===== src/rtl/seq_det_pkg.sv =====
// -----------------------------------------------------------------------------
// seq_det_pkg
// Shared constants and types for the parametrised serial pattern detector.
//   DEF_PAT_LEN / DEF_PATTERN / DEF_CNT_W : default configuration
//   prog_w()                              : width of the progress state
//   progress_t                            : progress state type at default size
// -----------------------------------------------------------------------------
package seq_det_pkg;

    localparam int         DEF_PAT_LEN = 4;
    localparam logic [3:0] DEF_PATTERN = 4'b1100;
    localparam int         DEF_CNT_W   = 8;

    // Progress counts 0..PAT_LEN inclusive, so it needs room for PAT_LEN+1 values.
    function automatic int prog_w(input int pat_len);
        return $clog2(pat_len + 1);
    endfunction

    localparam int DEF_PROG_W = $clog2(DEF_PAT_LEN + 1);

    typedef logic [DEF_PROG_W-1:0] progress_t;

endpackage


===== src/rtl/seq_det_next_state.sv =====
// -----------------------------------------------------------------------------
// seq_det_next_state
// Combinational next-state function of the detector: given the currently
// matched prefix length and one new bit, returns the longest pattern prefix
// that is also a suffix of (matched prefix, new bit).
// Ports:
//   pattern       : PAT_LEN-bit pattern, MSB is the first bit expected
//   progress      : currently matched prefix length (0..PAT_LEN)
//   din           : incoming serial bit
//   next_progress : matched prefix length after consuming din
// -----------------------------------------------------------------------------
module seq_det_next_state
    import seq_det_pkg::*;
#(
    parameter int PAT_LEN = DEF_PAT_LEN,
    parameter int OVERLAP = 1,
    parameter int PW      = prog_w(PAT_LEN)
) (
    input  logic [PAT_LEN-1:0] pattern,
    input  logic [PW-1:0]      progress,
    input  logic               din,
    output logic [PW-1:0]      next_progress
);

    logic [PAT_LEN-1:0] pat_fwd;   // pattern in arrival order: pat_fwd[0] is first bit
    logic [PAT_LEN:0]   seq;       // matched prefix followed by din, arrival order
    logic [PW-1:0]      idx;
    logic [PW-1:0]      nxt;
    logic               ok;
    int                 pi;

    always_comb begin
        nxt = '0;
        idx = '0;
        ok  = 1'b0;
        for (int i = 0; i < PAT_LEN; i++) begin
            pat_fwd[i] = pattern[PAT_LEN-1-i];
        end

        pi = int'(progress);
        // Non-overlapping mode restarts the search from empty after a match.
        if (OVERLAP == 0 && pi == PAT_LEN) begin
            pi = 0;
        end

        seq = '0;
        for (int i = 0; i < PAT_LEN; i++) begin
            if (i < pi) begin
                seq[i] = pat_fwd[i];
            end else if (i == pi) begin
                seq[i] = din;
            end
        end
        if (pi == PAT_LEN) begin
            seq[PAT_LEN] = din;
        end

        // Out-of-range progress encodings fall through with nxt = 0.
        if (pi <= PAT_LEN) begin
            // Ascending k, so the last hit is the longest prefix/suffix overlap.
            for (int k = 1; k <= PAT_LEN; k++) begin
                ok = (k <= pi + 1);
                for (int j = 0; j < PAT_LEN; j++) begin
                    if (ok && j < k) begin
                        idx = PW'(pi + 1 - k + j);
                        if (seq[idx] != pat_fwd[j]) begin
                            ok = 1'b0;
                        end
                    end
                end
                if (ok) begin
                    nxt = PW'(k);
                end
            end
        end

        next_progress = nxt;
    end

endmodule


===== src/rtl/seq_detector_param.sv =====
// -----------------------------------------------------------------------------
// seq_detector_param
// Runtime-programmable Moore serial pattern detector. Compares a 1-bit stream
// (MSB of the pattern first) against a PAT_LEN-bit pattern and raises data_out
// while the full-match state is held.
// Ports:
//   clock        : single clock, all state on posedge
//   reset        : synchronous active-high reset
//   data_valid   : data_in is consumed only when high
//   data_in      : serial input bit
//   pattern_load : load pattern_in (wins over data_valid, clears progress)
//   pattern_in   : new pattern, MSB = first bit
//   data_out     : high while progress == PAT_LEN
//   progress     : number of pattern bits currently matched
//   match_count  : saturating match counter, only when SEQ_DET_COUNT_EN is defined
// Build option: define SEQ_DET_COUNT_EN to add the match counter and its port.
// -----------------------------------------------------------------------------
module seq_detector_param
    import seq_det_pkg::*;
#(
    parameter int                 PAT_LEN = DEF_PAT_LEN,
    parameter logic [PAT_LEN-1:0] PATTERN = PAT_LEN'(DEF_PATTERN),
    parameter int                 OVERLAP = 1,
    parameter int                 CNT_W   = DEF_CNT_W,
    localparam int                PW      = prog_w(PAT_LEN)
) (
    input  logic               clock,
    input  logic               reset,
    input  logic               data_valid,
    input  logic               data_in,
    input  logic               pattern_load,
    input  logic [PAT_LEN-1:0] pattern_in,
    output logic               data_out,
    output logic [PW-1:0]      progress
`ifdef SEQ_DET_COUNT_EN
    ,
    output logic [CNT_W-1:0]   match_count
`endif
);

    localparam logic [PW-1:0] FULL = PW'(PAT_LEN);

    logic [PAT_LEN-1:0] pattern_reg;
    logic [PW-1:0]      next_progress;

    seq_det_next_state #(
        .PAT_LEN (PAT_LEN),
        .OVERLAP (OVERLAP),
        .PW      (PW)
    ) u_next (
        .pattern       (pattern_reg),
        .progress      (progress),
        .din           (data_in),
        .next_progress (next_progress)
    );

    // data_out is registered alongside progress from the same next-state value,
    // so it always equals (progress == PAT_LEN) and stays a pure state decode.
    always_ff @(posedge clock) begin
        if (reset) begin
            pattern_reg <= PATTERN;
            progress    <= '0;
            data_out    <= 1'b0;
`ifdef SEQ_DET_COUNT_EN
            match_count <= '0;
`endif
        end else if (pattern_load) begin
            // A concurrent valid bit is dropped; the counter is kept.
            pattern_reg <= pattern_in;
            progress    <= '0;
            data_out    <= 1'b0;
        end else if (data_valid) begin
            progress <= next_progress;
            data_out <= (next_progress == FULL);
`ifdef SEQ_DET_COUNT_EN
            // Every entry into the full state counts, including FULL -> FULL
            // re-matches in overlap mode; the counter sticks at all-ones.
            if (next_progress == FULL && match_count != '1) begin
                match_count <= match_count + 1'b1;
            end
`endif
        end
    end

endmodule


===== config.mk =====
export PLATFORM = sky130hd
export DESIGN_NAME = seq_detector_param
export DESIGN_NICKNAME = d
export VERILOG_FILES = /design/src/rtl/seq_det_pkg.sv /design/src/rtl/seq_det_next_state.sv /design/src/rtl/seq_detector_param.sv
export SDC_FILE = /design/constraint.sdc
export NUM_CORES = 1
export LEC_CHECK = 0
export BUFFER_PORTS_ARGS = -buffer_cell sky130_fd_sc_hd__buf_2
export CORE_ASPECT_RATIO = 0.8
export CORE_MARGIN = 2
export CORE_UTILIZATION = 54
export DETAILED_ROUTE_END_ITERATION = 10
export HOLD_SLACK_MARGIN = 0.02
export PLACE_DENSITY = 0.77
export SETUP_SLACK_MARGIN = 0.05
export SYNTH_ARGS = -nofsm -noshare
export SYNTH_HDL_FRONTEND = slang
export SYNTH_SLANG_ARGS = --single-unit

===== constraint.sdc =====
create_clock -name clock -period 2.79 [get_ports clock]
set_input_delay 0.279 -clock clock [delete_from_list [all_inputs] [get_ports clock]]
set_output_delay 0.279 -clock clock [all_outputs]
set_load 0.05 [all_outputs]

==> results by group <==
Synth
  – Synth Area in Compound Gates: approximately 27%
  – Count of cell types in the netlist: between 50 and 60
  – Mean Syn Cell Area: approximately 7.8 µm²
  – Post-synthesis sequential area ratio: between 10% and 20%
  – Count of flip-flops with a built-in enable after synthesis: 0
  – Synthesized area: ~1400 µm²
  – Ys Warns: 0
  – Mux share of post-synthesis cell area: between 10% and 20%
  – Synth Area in Simple Gates: 26.82%
  – Post-synth ARST share: 0%
  – Flops & latches, synth: 8
  – Syn nets: about 190
  – Main flop type after synthesis: dfxtp_1
  – Fraction of the mapped netlist area in adder cells: just over 8%
  – Main combinational cell family by area after synthesis: compound AO/OA/AOI/OAI gates
  – Xor/xnor share of the synthesized area: roughly 6.3%
  – Cell count after synthesis: 176

Detailed routing
  – Post-DRT Antenna Nets: 0
  – Final wirelength: between 4000 and 5000 µm
  – Vias: around 1,500
  – DRT iter0 DRCs: around 150
  – Routed len/inst: 18.77 µm
  – DRT Pass-1 Iters: 5
  – DRC: 0
  – Vias/cell: between 6 and 7

Worst setup path
  – Setup CP Type: register to register
  – CP max-delay cell: mux4_2
  – Worst r2r dst: progress[0]
  – CP arrival: around 2.9 ns
  – FF-to-FF path depth: 9
  – CP Cell Sequence: ha_4 -> ha_4 -> nand3b_4 -> and2_1 -> mux4_2 -> or3_1 -> nand3_2 -> o311ai_4 -> a221oi_2
  – Worst path max stage delay: approximately 0.54 ns
  – Worst R2R Setup Slack: about 0.12 ns
  – Crit start category: register
  – Reg2reg start: progress[0]
  – Crit Path Max Fanout: 7
  – WP data required: around 3 ns
  – Worst Setup End Kind: register
  – Critical path's most frequent cell: ha_4

Timing
  – Measured slew at the worst slew-check pin: between 0.4 and 0.5 ns
  – Final setup viols: 0
  – Minimum clock period: 2.667 ns
  – Peak Freq: between 300 and 400 MHz
  – Setup Skew: about 0.0025 ns
  – RSZ-0062 raised after global routing: no
  – Pins over their slew limit: 0
  – Rel. slew slack: slightly below 70%
  – Part of the cycle the worst path needs: between 90% and 100%
  – Setup_tns: 0 ns
  – Final hold vios: 0

Floorplan
  – Die Y: between 40 and 50 µm
  – Starting Density: approximately 56%
  – Die span in x: 60.45 µm
  – Row cnt: 16
  – Die area: about 3000 µm²
  – Core ar.: 2442 µm²
  – Num ports: 13

Global route
  – Largest net degree at the start of global routing: 21
  – Overflow left after global routing: 0
  – Initial antenna violation count: 0
  – Total GRT Usage: 28.23%
  – First-pass GRT wire length: 6451 µm
  – Vias in the first global route: between 1,000 and 1,500

Placed design
  – Detailed Place HPWL: approximately 3000 µm
  – Placed cell areas: around 1500 µm²
  – I/O Buffers: 12
  – Routability cong.: 1.049

Min path
  – Worst Hold Class: primary input to register
  – Hold Crit Depth: 2
  – Hold_sp: reset
  – Hold endpoint: pattern_reg[0]

Power
  – Pwr Density: ~200 nW/µm²
  – VDD IR-drop max: 0.0001938 V
  – Leak pwr: 0.6876 nW

Clock network
  – Cts hold-fix bufs: 0
  – CTS Buf Count: 3
  – CTS tree: done
  – Clk buf depth: 2
  – Worst-Skew Late Latency: approximately 0.28 ns
  – Root Buffer: clkbuf_4
  – Clock slew at reported path FFs: approximately 0.060 ns
  – CTS Sinks: 8
  – H-tree depth: 1

Layout
  – Ant diodes: 0
  – Layout cell share with drive strength beyond 1: between 30% and 40%
  – Number of flip-flops in the largest register: 4
  – Finished Cell Area: approximately 1700 µm²
  – P&R area growth vs syn: 25.82%
  – Fin nets: approximately 220

Run status
  – Status: finished clean

Job
  – Max_cap viols: 0
## through the flow
stage	hold slack (ns)	cells	setup WS [ns]	utilization (%)	total power [mW]
after global placement	0.4879	219	0.06981	61.99	0.2222
after global routing	0.2215	232	0.01662	70.90	0.3627
after detailed placement	0.4995	219	-0.01232	61.99	0.2258
final	0.2174	232	0.1231	70.90	0.3475
after CTS	0.2201	223	0.09019	63.93	0.3296
after floorplan	0.3514	176	0.05080	-	0.2013
## kinds of logic (layout without fill, tap and decap cells)
logic type,Yosys count,count (layout)
adder cells (fa/ha/maj),9,9
AO/OA/AOI/OAI,50,50
multiplexers,12,12
XOR/XNOR,9,9
buffers and inverters,23,43
AND/OR/NAND/NOR,65,65
flip-flops,8,8
## critical path: cells and delay by family (launching register included)
kind | cells | cell delay (ns)
and+or+nand+nor | 4 | 0.85
muxes | 1 | 0.54
DFF | 1 | 0.43
AOI/OAI and AO/OA | 2 | 0.42
adders and majority gates | 2 | 0.32
## layout make-up
cell class	count	area, µm²
clock buffers	4	26.28
fillers	199	710.7
inverters	8	37.54
multi-input cells	145	1244
flip-flops and latches	8	171.4
well taps	36	45.04
repair buffers	31	207.7
## cell usage in the layout (no fill, tap or decap), types with 3 or more instances in the layout
cell,instances
ha_4,4
inv_1,6
a2bb2oi_1,3
dfxtp_4,3
ha_1,5
nor3_1,6
a21oi_1,9
nand2b_1,3
nand2_1,15
o21ai_0,6
nor2_1,9
buf_2,12
clkbuf_4,3
o211ai_1,3
or3_1,3
buf_4,16
nand3_1,7
xnor2_1,4
and2_1,3
dfxtp_1,5
mux2i_1,9
## what timing repair did
action                                  CTS  global route
endpoints found under the setup margin    4             4
pin swaps                                 2             6
gates resized for setup                   5            16
setup buffers                             0             9
## how the worst max path moves through the flow
| stage | endpoint | from | cells after the start |
|---|---|---|---|
| 2_1_floorplan | progress[0] | progress[0] | 11 |
| 3_3_place_gp | progress[2] | progress[1] | 9 |
| 3_5_place_dp | progress[0] | progress[1] | 9 |
| 4_1_cts | progress[0] | progress[1] | 9 |
| 5_1_grt | progress[0] | progress[0] | 9 |
| 6_report | progress[0] | progress[0] | 9 |
## cells in the mapped netlist (all sizes together) (2+ instances only)
library cell,number,area (µm²)
o21a,2,15.01
dfxtp,8,160.2
a21oi,9,45.04
xnor2,6,52.55
o211ai,3,22.52
nor3,6,30.03
and2,3,18.77
inv,7,26.28
a32oi,3,33.79
nand2,15,56.30
buf,9,68.81
xor2,3,33.79
nor2,11,48.80
ha,9,112.6
a31oi,2,12.51
o21ai,10,53.80
a21boi,2,15.02
nand2b,3,18.77
o31ai,3,27.52
nand3,9,50.05
mux2i,9,90.09
nand3b,2,27.53
clkbuf,6,22.52
a2bb2oi,3,26.28
nand4,2,12.51
o31a,2,17.52
o22ai,2,12.51
nand4bb,2,22.52
nor3b,2,15.01
mux4,2,45.04
nor4,2,12.51
or3,3,18.77
nor2b,2,12.51
## per-layer routing
layer / up-vias / global-route usage [%] / wire (µm)
met4: 0 / 7.246 / 112
met5: - / 0 / 0
li1: 695 / - / -
met3: 17 / 5.305 / 325
met2: 89 / 41.67 / 2055
met1: 706 / 41.77 / 1862
## power by group
part           internal (mW)  switching [mW]  leakage (nW)
sequential             0.116          0.0117        0.0678
combinational         0.0485          0.0636         0.605
clock                 0.0555          0.0521        0.0150
Note: power is estimated with default switching activity, not from simulation.
